$ cat config.mk
export PLATFORM = sky130hd
export DESIGN_NAME = spike_rate_decoder_flat
export DESIGN_NICKNAME = d
export VERILOG_FILES = /design/src/rtl/snn_pkg.sv /design/src/rtl/spike_rate_decoder_if.sv /design/src/rtl/sat_counter.sv /design/src/rtl/spike_rate_decoder.sv /design/src/flat_wrapper.sv
export SDC_FILE = /design/constraint.sdc
export NUM_CORES = 1
export LEC_CHECK = 0
export BUFFER_PORTS_ARGS = -buffer_cell sky130_fd_sc_hd__buf_4
export CAP_MARGIN = 30
export CORE_MARGIN = 5
export CORE_UTILIZATION = 59
export DETAILED_ROUTE_END_ITERATION = 8
export GPL_ROUTABILITY_DRIVEN = 1
export HOLD_SLACK_MARGIN = 0.15
export PLACE_DENSITY = 0.79
export SYNTH_ARGS = -nofsm -noshare
export SYNTH_HDL_FRONTEND = slang
export SYNTH_HIERARCHICAL = 1
export SYNTH_SLANG_ARGS = --single-unit
export TNS_END_PERCENT = 50
$ cat constraint.sdc
create_clock -name clk -period 2.7 [get_ports clk]
set_clock_uncertainty 0.15 [all_clocks]
set_input_delay 0.54 -clock clk [delete_from_list [all_inputs] [get_ports clk]]
set_output_delay 0.54 -clock clk [all_outputs]
set_load 0.01 [all_outputs]
$ cat src/rtl/snn_pkg.sv
// Shared definitions for the spike-rate decoder slice.
// Holds the decoder FSM state type and the default window/output widths
// used by the interface and the top module.
package snn_pkg;

  localparam int unsigned DEF_WIN_LOG2 = 8;
  localparam int unsigned DEF_OUT_W    = 8;

  typedef enum logic [1:0] {
    ST_IDLE       = 2'd0,
    ST_WAIT_FIRST = 2'd1,
    ST_TRACK      = 2'd2
  } state_e;

endpackage : snn_pkg

$ cat src/rtl/spike_rate_decoder_if.sv
// Signal bundle between a spiking neuron source and the rate decoder.
//   spike    : spike level from the neuron (may be held high)
//   enable   : decoding active when high
//   rate     : spike count of the last completed window
//   isi      : last measured inter-spike interval, in cycles
//   valid    : one-cycle pulse when rate updates
//   overflow : last completed window saturated the spike count
// master = neuron/host side, slave = decoder side.
interface spike_rate_decoder_if
  import snn_pkg::*;
#(
  parameter int unsigned OUT_W = DEF_OUT_W
);

  logic             spike;
  logic             enable;
  logic [OUT_W-1:0] rate;
  logic [OUT_W-1:0] isi;
  logic             valid;
  logic             overflow;

  modport master (
    output spike,
    output enable,
    input  rate,
    input  isi,
    input  valid,
    input  overflow
  );

  modport slave (
    input  spike,
    input  enable,
    output rate,
    output isi,
    output valid,
    output overflow
  );

endinterface : spike_rate_decoder_if

$ cat src/rtl/sat_counter.sv
// Saturating up-counter with synchronous clear.
//   clk, rst_n : clock, asynchronous active-low reset
//   clr        : synchronous clear (wins over inc)
//   inc        : increment by one unless already at all-ones
//   count_o    : current count
//   sat_o      : count is at all-ones
module sat_counter #(
  parameter int unsigned W = 8
) (
  input  logic         clk,
  input  logic         rst_n,
  input  logic         clr,
  input  logic         inc,
  output logic [W-1:0] count_o,
  output logic         sat_o
);

  logic [W-1:0] count_q;
  logic [W-1:0] count_d;

  assign sat_o   = (count_q == '1);
  assign count_o = count_q;

  always_comb begin
    count_d = count_q;
    if (clr) begin
      count_d = '0;
    end else if (inc && !sat_o) begin
      count_d = count_q + 1'b1;
    end
  end

  always_ff @(posedge clk or negedge rst_n) begin
    if (!rst_n) begin
      count_q <= '0;
    end else begin
      count_q <= count_d;
    end
  end

endmodule : sat_counter

$ cat src/rtl/spike_rate_decoder.sv
// Spike-rate decoder: counts rising spike edges over fixed windows of
// 2^WIN_LOG2 cycles and measures the interval between consecutive events.
//   clk     : clock, all state changes on the rising edge
//   reset_n : asynchronous active-low reset
//   bus     : slave side of spike_rate_decoder_if
//             (spike/enable in; rate/isi/valid/overflow out, all registered)
module spike_rate_decoder
  import snn_pkg::*;
#(
  parameter int unsigned WIN_LOG2 = DEF_WIN_LOG2,
  parameter int unsigned OUT_W    = DEF_OUT_W
) (
  input logic                 clk,
  input logic                 reset_n,
  spike_rate_decoder_if.slave bus
);

  state_e              state_q, state_d;
  logic                spike_q, spike_d;
  logic [WIN_LOG2-1:0] win_q,   win_d;
  logic [OUT_W-1:0]    rate_q,  rate_d;
  logic [OUT_W-1:0]    isi_q,   isi_d;
  logic                valid_q, valid_d;
  logic                ovf_q,   ovf_d;

  logic             evt;
  logic             active;
  logic             in_track;
  logic             win_last;

  logic             spk_clr, spk_inc, spk_sat;
  logic [OUT_W-1:0] spk_cnt, spk_total;
  logic             int_clr, int_inc, int_sat;
  logic [OUT_W-1:0] int_cnt, int_plus;

  // Counting only happens while enabled in a non-idle state; a cycle with
  // enable low already heads to IDLE, so it neither counts nor closes a window.
  assign evt      = bus.spike & ~spike_q;
  assign active   = bus.enable && (state_q != ST_IDLE);
  assign in_track = bus.enable && (state_q == ST_TRACK);
  assign win_last = active && (win_q == '1);

  // Spike count reported at window end includes an event on the final cycle.
  assign spk_inc   = active & evt;
  assign spk_clr   = ~active | win_last;
  assign spk_total = spk_sat ? spk_cnt : spk_cnt + OUT_W'(evt);

  // Interval counter runs every TRACK cycle and restarts on each event;
  // the measured interval is the count including the event cycle itself.
  assign int_inc  = in_track;
  assign int_clr  = ~in_track | evt;
  assign int_plus = int_sat ? int_cnt : int_cnt + 1'b1;

  sat_counter #(.W(OUT_W)) u_spk_cnt (
    .clk     (clk),
    .rst_n   (reset_n),
    .clr     (spk_clr),
    .inc     (spk_inc),
    .count_o (spk_cnt),
    .sat_o   (spk_sat)
  );

  sat_counter #(.W(OUT_W)) u_int_cnt (
    .clk     (clk),
    .rst_n   (reset_n),
    .clr     (int_clr),
    .inc     (int_inc),
    .count_o (int_cnt),
    .sat_o   (int_sat)
  );

  always_comb begin
    state_d = state_q;
    unique case (state_q)
      ST_IDLE: begin
        if (bus.enable) state_d = ST_WAIT_FIRST;
      end
      ST_WAIT_FIRST: begin
        if (!bus.enable) state_d = ST_IDLE;
        else if (evt)    state_d = ST_TRACK;
      end
      ST_TRACK: begin
        if (!bus.enable) state_d = ST_IDLE;
      end
      default: state_d = ST_IDLE;
    endcase
  end

  always_comb begin
    spike_d = bus.spike;
    win_d   = active ? win_q + 1'b1 : '0;
    rate_d  = rate_q;
    isi_d   = isi_q;
    ovf_d   = ovf_q;
    valid_d = 1'b0;

    if (win_last) begin
      rate_d  = spk_total;
      ovf_d   = (spk_total == '1);
      valid_d = 1'b1;
    end

    // The first event after enabling only arms tracking (WAIT_FIRST).
    if (in_track && evt) begin
      isi_d = int_plus;
    end
  end

  always_ff @(posedge clk or negedge reset_n) begin
    if (!reset_n) begin
      state_q <= ST_IDLE;
      spike_q <= 1'b0;
      win_q   <= '0;
      rate_q  <= '0;
      isi_q   <= '0;
      valid_q <= 1'b0;
      ovf_q   <= 1'b0;
    end else begin
      state_q <= state_d;
      spike_q <= spike_d;
      win_q   <= win_d;
      rate_q  <= rate_d;
      isi_q   <= isi_d;
      valid_q <= valid_d;
      ovf_q   <= ovf_d;
    end
  end

  assign bus.rate     = rate_q;
  assign bus.isi      = isi_q;
  assign bus.valid    = valid_q;
  assign bus.overflow = ovf_q;

endmodule : spike_rate_decoder

$ cat src/flat_wrapper.sv
// flat-port wrapper written by rule: the top's interface ports become plain ports
module spike_rate_decoder_flat import snn_pkg::*;
#(
  parameter int unsigned WIN_LOG2 = DEF_WIN_LOG2,
  parameter int unsigned OUT_W    = DEF_OUT_W
)
  (clk, reset_n, bus_spike, bus_enable, bus_rate, bus_isi, bus_valid, bus_overflow);
  spike_rate_decoder_if #(.OUT_W(OUT_W)) bus_i ();
  input logic clk;
  input logic reset_n;
  input wire logic [$bits(bus_i.spike)-1:0] bus_spike;
  input wire logic [$bits(bus_i.enable)-1:0] bus_enable;
  output wire logic [$bits(bus_i.rate)-1:0] bus_rate;
  output wire logic [$bits(bus_i.isi)-1:0] bus_isi;
  output wire logic [$bits(bus_i.valid)-1:0] bus_valid;
  output wire logic [$bits(bus_i.overflow)-1:0] bus_overflow;
  assign bus_i.spike = bus_spike;
  assign bus_i.enable = bus_enable;
  assign bus_rate = bus_i.rate;
  assign bus_isi = bus_i.isi;
  assign bus_valid = bus_i.valid;
  assign bus_overflow = bus_i.overflow;
  spike_rate_decoder #(.WIN_LOG2(WIN_LOG2), .OUT_W(OUT_W)) u_core (.clk(clk), .reset_n(reset_n), .bus(bus_i));
endmodule
==> Word level (Yosys, flattened, before mapping) <==
Cells that the tools add are included.
{ "word_totals": {"inputBits": 4, "ramBits": 0, "elab_cells": 55, "mem_count": 0, "latchBits": 0, "rom_bits": 0, "regBits": 45} }
{ "op_classes": {"eq_ne": 9, "order_cmp": 0, "mux": 13, "shift": 0, "n_reduce_logical": 13, "n_mul": 0, "div_mod_pow": 0, "add_sub_neg": 4, "bitwise": 7} }
{ "op_table": {"columns": ["cell", "count"], "rows": [
  ["2-to-1 mux 8 bit", 7],
  ["== test 8 bit (second input constant)", 4],
  ["adder 8 x 1 -> 8 bit (second input constant)", 3],
  ["adder 8 x 1 -> 8 bit", 1],
  ["2-to-1 mux 2 bit", 4],
  ["logical AND 1 bit", 6],
  ["one-hot mux 2 bit (3 select lines)", 1],
  ["nonzero test 2 bit", 3],
  ["!= test 2 bit (second input constant)", 2],
  ["!= test 3 x 2 -> 1 bit (second input constant)", 1],
  ["inverter 1 bit", 3],
  ["AND reduction 3 bit", 1],
  ["AND 1 bit", 2],
  ["== test 2 x 1 -> 1 bit (second input constant)", 1],
  ["== test 2 bit (second input constant)", 1],
  ["logical NOT 1 bit", 2],
  ["logical NOT 2 bit", 1],
  ["bitwise OR 1 bit", 2],
  ["2-to-1 mux 1 bit", 1]
]} }

==> Logic depth before layout (Yosys ltp) <==
Gate-level depths: netlist (run 1).
{ "logic_depth": {"word_depth": 6, "depth_mapped": 8} }

==> By module <==
The synthesis (run 1) kept the hierarchy.
{ "by_module_without_submodules": {"columns": ["mod", "n_inst", "area_each_um2", "cells_each"], "rows": [
  ["spike_rate_decoder", 1, 1497.7, 147],
  ["sat_counter", 2, 469.2, 47]
]} }

==> Least setup slack after synthesis (run 1) <==
OpenSTA, ideal clock, no wires.
{ "synth_timing": {"kind": "flip-flop to flip-flop", "from": "reg u_core.u_spk_cnt.count_q[0], in the netlist u_core/u_spk_cnt/count_o[0]", "to": "reg u_core.ovf_q, in the netlist u_core/bus.overflow", "stages_incl_launch_ff": 9, "arrival_time_ns": 2.189, "required_ns": 2.458, "path_slack_ns": 0.270, "period_less_slack_ns": 2.430, "path_buffers": 1, "path_cell_list": "dfrtp_1 -> ha_1 -> and4_4 -> and2_2 -> buf_4 -> nand4b_4 -> xor2_1 -> or4_4 -> o31ai_2"} }
{ "synth_between": {"elab_chain_len": 3, "elab_cells_between_ends": 4, "cone_classes": "add/sub: 1; eq/ne: 2; mux: 1"} }
{ "synth_lines": {"columns": ["item", "line", "source"], "rows": [
  ["from (decl)", "sat_counter.sv:18", "logic [W-1:0] count_q;"],
  ["from (signal assigned)", "sat_counter.sv:37", "count_q <= count_d;"],
  ["== test 8 bit", "sat_counter.sv:21", "assign sat_o = (count_q == '1);"],
  ["net u_core.spk_sat", "spike_rate_decoder.sv:31", "logic spk_clr, spk_inc, spk_sat;"],
  ["2-to-1 mux 8 bit", "spike_rate_decoder.sv:46", "assign spk_total = spk_sat ? spk_cnt : spk_cnt + OUT_W'(evt);"],
  ["== test 8 bit", "spike_rate_decoder.sv:99", "ovf_d = (spk_total == '1);"],
  ["to (signal assigned)", "spike_rate_decoder.sv:125", "ovf_q <= ovf_d;"],
  ["to (decl)", "spike_rate_decoder.sv:24", "logic ovf_q, ovf_d;"]
]} }
The timed path passes the listed nets, and every way through them passes these cells.
A chain may end at the register's enable or synchronous reset.

==> Worst setup path in the final report (run 1) <==
{ "layout_timing": {"from": "reg u_core.u_spk_cnt.count_q[1], in the netlist u_core/u_spk_cnt/count_o[1]", "to": "reg u_core.ovf_q, in the netlist u_core/bus.overflow"} }
Same word-level chain as after synthesis.

==> impl_metrics.ini, run 1 <==
[placed_design]
place.gp.congestion = 0.803
place.port_buffers = 21
dpl_cell_area_um2 = 2670
dp_hpwl_mm = 3.39

[yosys]
yosys.area.top_type_share_pct = 46.2
synthMuxAreaShare_pct = 5.60
synth_compound_gate_area_share_pct = 11.1
synth_xor_area_share_pct = 6.83
async_flop_share_pct = 100
yosys.area_share.simple_pct = 24.9
ys.flop_type = dfrtp_1
ys_seq_elements = 45
synth_cells = 241
netlist_top_cells_area = dfrtp_1, a21oi_1, nor2_1
syn-cell-area_um2 = 2440
yosys_warnings = 6
seq_area_frac_synth_pct = 46.2
yosys.cell_types.count = 42
synthesis.nets = 251
synth_top_family_by_area = simple AND/OR/NAND/NOR gates
synth_edf_count = 0
synth_largest_area_cell = dfrtp_1
syn_avg_cell_area_um2 = 10.1
yosys.area_share.adder_pct = 3.08

[floorplan]
die_w_um = 74.3
core_area_um2 = 4000
die_y_um = 74.3
floorplan.initialDensity_pct = 60.9
dieArea_um2 = 5510
fp-row-count = 23
ios = 22

[clocking]
cts_setup_buffers = 0
cts_buffers = 5
clk_latency_ps = 300
cts_hold_buf = 1
clk_pin_slew_ps = 90
cts_tree = yes
cts_root_buf = clkbuf_8
htreeDepth = 2
cts_resized = 0
clock_sinks = 45
cts_buffer_depth = 2

[routing]
vias = 1821
drtIter0Drc = 60
wl_per_cell_um = 14.6
postRouteAntennaNets = 0
dr.pass1.iters = 5
viasPerCell = 5.69
drc_errors = 0
drt_wl_total_mm = 4.66

[worst_setup_path]
crit_path_max_fanout = 10
critical_path_class = flop to flop
worstSetupStartpointType = flop
critPathArrivalTime_ps = 2580
required_ps = 2760
worstSetupEndpointType = flop

[finish]
fill_cells = 337
drive_gt1_share_pct = 20.4
areaGrowthSynthToFinish_pct = 13.8
fin_nets = 279
diodes = 0
final_common_cell = dfrtp_1
design_area_um2 = 2770
layout_common_cells = dfrtp_1, buf_4, nor2_1

[global_route]
track_usage_pct = 19.0
gr-total-overflow = 0
grt_max_degree = 46
grt_pass1_wl_mm = 8.16
antenna_found_initial = 0
first_global_vias = 1783

[timing]
maxSlewHeadroom_pct = 49.3
fin_crit_sh_pct = 93.3
setup_viol = 0
hold_viol = 0
tightest_slew_ps = 759
final.setup.tns_ps = 0
max_freq_mhz = 397
rsz0062_at_grt = no
maxSlewViolCount = 0
finalCriticalPeriod_ps = 2520

[pwr]
finalPower_mw = 1.26
ir_drop_mv = 0.272
leakage_nw = 1.26
powerDensity_nw_per_um2 = 454

[job]
maxCapViolCount = 0

[min_path]
hp-class = input pin to flop

[outcome]
status = completed
==> cell families (layout without fill, tap and decap cells) <==
logic type	after synthesis	count (layout)
mux	12	12
fa+ha+maj	6	6
flops	45	45
xor+xnor	19	19
buf+inv	13	42
simple gates	104	104
compound gates	42	42
==> worst max-delay path, stage by stage, from the launching register on <==
cell and delay, ps:
dfrtp_1 490, ha_1 290, and4_4 280, and2_2 250, mux2_2 190, nand3_1 100
or4_4 500, o31ai_2 180
==> worst paths after layout <==
check / slack [ps] / from / to / cells after the start
min reg2reg: 310 / u_core/win_q[0]$_DFF_PN0_ / u_core/win_q[0]$_DFF_PN0_ / 1
max in group asynchronous: 1400 / reset_n / u_core/bus.rate[4]$_DFFE_PN0P_ / 2
min: 200 / bus_spike / u_core/spike_q$_DFF_PN0_ / 1
max: 180 / u_core/u_spk_cnt/count_o[1]$_DFFE_PN0P_ / u_core/bus.overflow$_DFFE_PN0P_ / 7
min in group asynchronous: 620 / reset_n / u_core/win_q[4]$_DFF_PN0_ / 2
max reg2reg: 180 / u_core/u_spk_cnt/count_o[1]$_DFFE_PN0P_ / u_core/bus.overflow$_DFFE_PN0P_ / 7
==> cells in the mapped netlist (all sizes together) (5+ instances only) <==
| library cell | number |
|---|---|
| ha | 6 |
| nand3 | 13 |
| dfrtp | 45 |
| nor2b | 6 |
| nand4 | 6 |
| mux2i | 5 |
| a211oi | 8 |
| nor3 | 6 |
| a21oi | 20 |
| nor2 | 26 |
| nand2 | 12 |
| nand2b | 6 |
| inv | 6 |
| xor2 | 9 |
| xnor2 | 10 |
| and3 | 8 |
| o21bai | 5 |
| mux2 | 7 |
==> routing by layer <==
| layer | track usage, % | wire length, um | share of wire [%] | up-vias |
|---|---|---|---|---|
| met5 | 0 | 0 | 0 | - |
| met1 | 25.5 | 2200 | 47 | 863 |
| met3 | 4.32 | 199 | 4.3 | 5 |
| met2 | 30.9 | 2200 | 47 | 38 |
| li1 | - | - | - | 915 |
| met4 | 5.93 | 57 | 1.2 | 0 |
==> sequential cells by signal, indices dropped and copies added, names as in the netlist <==
register	cells
u_core/spike_q	1
u_core/bus.valid	1
u_core/bus.overflow	1
u_core/u_int_cnt/count_o	8
u_core/u_spk_cnt/count_o	8
u_core/state_q	2
u_core/bus.rate	8
u_core/bus.isi	8
u_core/win_q	8
==> through the flow <==
| step | hold WS [ps] | utilization (%) | setup slack, ps | cells |
|---|---|---|---|---|
| global route | 171 | 69.3 | 107 | 320 |
| finish | 195 | 69.3 | 180 | 320 |
| CTS | 185 | 69.3 | 196 | 320 |
| global placement | 299 | 66.7 | 152 | 311 |
| detailed placement | 303 | 66.7 | 76.5 | 311 |
| floorplan | 94.4 | - | 270 | 241 |
==> cell type report <==
cell class              count  area [um^2]  share of cell area, %
inverters                   6         22.5                  0.812
well taps                  50         62.6                   2.26
repair buffers             28          213                   7.67
clock inverters             3         25.0                  0.903
multi-input cells         183         1250                   45.3
flip-flops and latches     45         1130                   40.6
clock buffers               5         68.8                   2.48
==> power breakdown <==
group          leakage [nW]  switching (mW)  total (mW)  internal, mW
Clock                0.0447           0.239       0.426         0.187
Sequential            0.617          0.0154       0.716         0.701
Combinational         0.598          0.0616       0.116        0.0546
No activity file was read; power rests on OpenSTA's default activity.
==> run 2: changes to the inputs <==
Settings changed: RECOVER_POWER set to 100.
==> run 2 against run 1 <==
Die area is the same. Cell area fell by 3.3%. Sequential cell count unchanged. Power decreased by 1.6%. Clock-buffer cell count unchanged. Clock power about the same. Register-to-register slack about the same. Via count fell by 0.11%. Critical path depth unchanged. First-iteration DRC count is 6.7% lower. Critical path type unchanged. Critical endpoint unchanged. Highest routed layer unchanged.
==> impl_metrics.ini, run 2 (synthesis results as in run 1) <==
[floorplan]
fp-row-count = 23
ios = 22
floorplan.initialDensity_pct = 60.9
dieArea_um2 = 5510
die_w_um = 74.3
die_y_um = 74.3
core_area_um2 = 4000

[timing]
max_freq_mhz = 397
tightest_slew_ps = 1080
setup_viol = 0
fin_crit_sh_pct = 93.4
hold_ws_ps = 219
maxSlewViolCount = 0
rsz0062_at_grt = no
maxSlewHeadroom_pct = 27.7
finalCriticalPeriod_ps = 2520
final.setup.tns_ps = 0
hold_viol = 0

[clocking]
clk_latency_ps = 300
htreeDepth = 2
cts_root_buf = clkbuf_8
cts_buffer_depth = 2
clk_pin_slew_ps = 90
cts_resized = 0
cts_tree = yes
cts_setup_buffers = 0
cts_buffers = 5
clock_sinks = 45
cts_hold_buf = 1

[worst_setup_path]
critPathBufInv = 0
critPathArrivalTime_ps = 2580
crit_family = simple AND/OR/NAND/NOR gates
slowest_stage = or4_4
reg2reg_slack_ps = 180
worstSetupEndpointType = flop
reg2reg_from = u_core/u_spk_cnt/count_o[1]$_DFFE_PN0P_
crit_path_max_fanout = 10
critical_path_class = flop to flop
worstSetupStartpointType = flop
critical_path.max_stage_delay_ps = 500
crit_path_start = u_core/u_spk_cnt/count_o[1]$_DFFE_PN0P_
required_ps = 2760
crit_chain = ha_1 -> and4_4 -> and2_2 -> mux2_2 -> nand3_1 -> or4_4 -> o31ai_2

[global_route]
top_usage_layer = met2
grt_max_degree = 46
antenna_found_initial = 0
track_usage_pct = 19.0
grtUsageMet2_pct = 30.9
first_global_vias = 1783
use_met3_pct = 4.32
grt_pass1_wl_mm = 8.16
gr-total-overflow = 0
grt_use_met1_pct = 25.5

[finish]
fill_cells = 365
finalNonFillerCells = 320
diodes = 0
final_common_cell = dfrtp_1
layout_common_cells = dfrtp_1, nor2_1, a21oi_1
fin_nets = 279
drive_gt1_share_pct = 11.5
areaGrowthSynthToFinish_pct = 10.0

[pwr]
powerDensity_nw_per_um2 = 462
finalPower_mw = 1.24
leakage_nw = 1.18
ir_drop_mv = 0.273

[routing]
vias = 1819
dr.pass1.iters = 4
drt_wl_total_mm = 4.66
drtIter0Drc = 56
viasPerCell = 5.68
postRouteAntennaNets = 0
drc_errors = 0
wl_per_cell_um = 14.6

[placed_design]
place_inst = 311
place.port_buffers = 21
place.gp.congestion = 0.803
dp_hpwl_mm = 3.39

[outcome]
status = completed

[min_path]
hold_start = bus_spike
hp-class = input pin to flop

[job]
maxCapViolCount = 0
==> run 2: per-layer routing <==
metal | vias to the layer above | routed length (um)
li1 | 920 | -
met1 | 862 | 2190
met2 | 32 | 2210
met3 | 5 | 206
met4 | 0 | 57
met5 | - | 0
==> run 2: per-stage QoR <==
| step | worst slack [ps] | utilization (%) | area [um^2] |
|---|---|---|---|
| after floorplan | 270 | - | 2440 |
| after global placement | 152 | 66.7 | 2670 |
| after detailed placement | 76.5 | 66.7 | 2670 |
| after CTS | 196 | 69.3 | 2770 |
| after global routing | 107 | 67.0 | 2680 |
| final | 180 | 67.0 | 2680 |
==> run 2: worst reg2reg max path: stages (launching register included) <==
cell	delay, ps
dfrtp_1	490
ha_1	290
and4_4	280
and2_2	250
mux2_2	190
nand3_1	100
or4_4	500
o31ai_2	180
==> run 2: cell type report <==
cell class	count	area (um^2)	share of cell area (%)
well taps	50	62.6	2.33
repair buffers	28	136	5.09
flip-flops and latches	45	1130	42.0
clock buffers	5	68.8	2.57
inverters	6	22.5	0.840
clock inverters	3	25.0	0.934
multi-input cells	183	1240	46.2
==> run 2: power breakdown <==
group	internal [mW]	total, mW	leakage [nW]	switching, mW
registers	0.701	0.716	0.617	0.0150
logic	0.0341	0.0954	0.514	0.0613
clock network	0.187	0.427	0.0447	0.240
total	0.922	1.24	1.18	0.317
==> run 2: worst paths after layout <==
kind                                                   endpoint  cells past startpoint
min in group asynchronous             u_core/win_q[4]$_DFF_PN0_                      2
worst min-delay path                   u_core/spike_q$_DFF_PN0_                      1
max in group asynchronous        u_core/bus.rate[1]$_DFFE_PN0P_                      2
worst min register to register        u_core/win_q[0]$_DFF_PN0_                      1
worst max-delay path            u_core/bus.overflow$_DFFE_PN0P_                      7
worst max register to register  u_core/bus.overflow$_DFFE_PN0P_                      7
==> run 3: changes to the inputs <==
Settings changed: ABC_AREA set to 1, CORE_UTILIZATION 59 to 62, CTS_BUF_LIST set to sky130_fd_sc_hd__clkbuf_8, PLACE_DENSITY 0.79 to 0.82, SKIP_LAST_GASP set to 1.
==> run 3 against run 2 <==
Setup slack improved by 240 ps. Sequential cell count unchanged. Cell area increased by 3.5%. Critical path depth increased by 5. Global-route usage increased by 1.6 points. First-iteration DRC count increased by 100%. Register-to-register slack improved by 240 ps. Sequential share of layout area decreased by 1.4 points. Die area increased by 1.5%. Power decreased by 4.5%. Worst hold slack got worse by 5.8 ps. Largest power group unchanged. Highest routed layer unchanged.
==> impl_metrics.ini, run 3 <==
[outcome]
status = completed

[global_route]
grt_pass1_wl_mm = 8.96
antenna_found_initial = 0
grt_max_degree = 46
track_usage_pct = 20.6
first_global_vias = 2079
gr-total-overflow = 0

[clocking]
cts_tree = yes
cts_resized = 0
htreeDepth = 2
cts_buffer_depth = 2
cts_buffers = 5
clk_latency_ps = 290
cts_root_buf = clkbuf_8
clock_sinks = 45
clk_pin_slew_ps = 80

[routing]
drt_wl_total_mm = 5.12
vias = 2247
postRouteAntennaNets = 0
drc_errors = 0
drtIter0Drc = 113
wl_per_cell_um = 12.0
dr.pass1.iters = 4
viasPerCell = 5.25

[timing]
rsz0062_at_grt = no
finalCriticalPeriod_ps = 2280
max_freq_mhz = 438
maxSlewHeadroom_pct = 26.2
maxSlewViolCount = 0
tightest_slew_ps = 1110
final.setup.tns_ps = 0
fin_crit_sh_pct = 84.5
setup_viol = 0
hold_viol = 0

[yosys]
netlist_top_cells_area = dfrtp_1, nand2_1, inv_1
syn-cell-area_um2 = 2600
syn_avg_cell_area_um2 = 7.46
async_flop_share_pct = 100
ys.flop_type = dfrtp_1
synthesis.nets = 359
synth_largest_area_cell = dfrtp_1
synth_common_cells = nand2_1, inv_1, dfrtp_1, nor2_1, nand3_1
ys_seq_elements = 45
synth_edf_count = 0
synth_cells = 349
seq_area_frac_synth_pct = 43.2
synth_most_common_cell = nand2_1
yosys_warnings = 6
yosys.area.top_type_share_pct = 43.2
yosys.cell_types.count = 29

[job]
maxCapViolCount = 0

[worst_setup_path]
worstSetupStartpointType = flop
worstSetupEndpointType = flop
crit_path_max_fanout = 7
required_ps = 2740
critical_path_class = flop to flop
critical_path.max_stage_delay_ps = 470
critPathBufInv = 2
crit_family = simple AND/OR/NAND/NOR gates
critPathArrivalTime_ps = 2320
crit_chain = ha_1 -> nand2_2 -> nor2_4 -> nand2_4 -> inv_1 -> inv_1 -> o21ai_0 -> nor2_1 -> nand2_1 -> nor2_1 -> nand3_1 -> nand2_1
slowest_stage = dfrtp_1

[finish]
layout_common_cells = nand2_1, inv_1, dfrtp_1
drive_gt1_share_pct = 6.08
areaGrowthSynthToFinish_pct = 6.44
fin_nets = 387
final_common_cell = nand2_1
diodes = 0

[floorplan]
core_area_um2 = 4030
die_w_um = 74.8
ios = 22
dieArea_um2 = 5600
fp-row-count = 23
floorplan.initialDensity_pct = 64.7
die_y_um = 74.8

[placed_design]
place.gp.congestion = 0.850
dp_hpwl_mm = 3.73
place.port_buffers = 21

[pwr]
seq_power_share_pct = 58.3
power_switching_mw = 0.276
finalPower_mw = 1.18
ir_drop_mv = 0.399
p_sw_share_pct = 23.3
internal_power_mw = 0.907
pwr-share-comb_pct = 5.2
pwr-share-clk_pct = 36.5
leakage_nw = 1.39
powerDensity_nw_per_um2 = 427

[min_path]
hp-class = input pin to flop
==> run 3: changes by cell type after synthesis, sizes merged, moves of 5 or more <==
cell	previous run	this run
inv	6	52
nand2b	6	0
and3	8	0
o21ai	1	20
nor2b	6	0
nor2	26	42
mux2	7	0
a21oi	20	10
nand2	12	119
nand3	13	29
xnor2	10	0
a211oi	8	0
mux2i	5	0
==> run 3: path summary, 6_finish.rpt <==
kind	from	end	slack (ps)	depth (start not counted)
worst max-delay path	u_core/u_spk_cnt/count_o[1]$_DFFE_PN0P_	u_core/bus.overflow$_DFFE_PN0P_	420	12
min in group asynchronous	reset_n	u_core/u_spk_cnt/count_o[5]$_DFFE_PN0P_	840	2
worst min register to register	u_core/win_q[0]$_DFF_PN0_	u_core/win_q[0]$_DFF_PN0_	320	1
worst max register to register	u_core/u_spk_cnt/count_o[1]$_DFFE_PN0P_	u_core/bus.overflow$_DFFE_PN0P_	420	12
max in group asynchronous	reset_n	u_core/u_spk_cnt/count_o[4]$_DFFE_PN0P_	890	2
worst min-delay path	bus_spike	u_core/spike_q$_DFF_PN0_	210	1
==> run 3: per-layer routing <==
metal / share of wire (%) / GRT usage [%]
met1: 47 / 28.6
met5: 0 / 0
met2: 47 / 32.1
met3: 4.6 / 3.87
met4: 1.2 / 8.10
==> run 3: cells by family after synthesis <==
group,after synthesis,share of synthesized area [%]
AND/OR/NAND/NOR,203,35.6
buffers and inverters,55,8.60
flip-flops,45,43.2
AO/OA/AOI/OAI,35,7.97
adder cells (fa/ha/maj),6,2.88
XOR/XNOR,5,1.68
==> run 3: cell type report <==
type                            count  area (um^2)
Tap cell                           50         62.6
Clock inverter                      2         13.8
Inverter                           54          205
Fill cell                         352         1260
Multi-Input combinational cell    249         1190
Timing Repair Buffer               22         93.8
Clock buffer                        6         82.6
Sequential cell                    45         1130
==> run 3: stage by stage <==
step           instance area (um^2)  setup slack, ps  util [%]  std cells  hold WS, ps
2_1_floorplan                  2610              797         -        349         94.4
3_3_place_gp                   2810              550      69.8        419          312
3_5_place_dp                   2810              494      69.8        419          316
4_1_cts                        2920              535      72.5        428          194
5_1_grt                        2770              142      68.8        428          219
6_report                       2770              418      68.8        428          213
==> run 3: power by group through the flow <==
stage	combinational, mW	sequential [mW]	clock (mW)
6_report	0.0612	0.690	0.432
3_5_place_dp	0.0732	0.704	0
5_1_grt	0.0722	0.692	0.470
4_1_cts	0.0744	0.690	0.450
3_3_place_gp	0.0718	0.703	0
2_1_floorplan	0.0354	0.706	0
==> run 3: timing repair <==
action,CTS,global route
buffers inserted,0,0
endpoints found under the hold margin,45,0
hold buffers,1,0
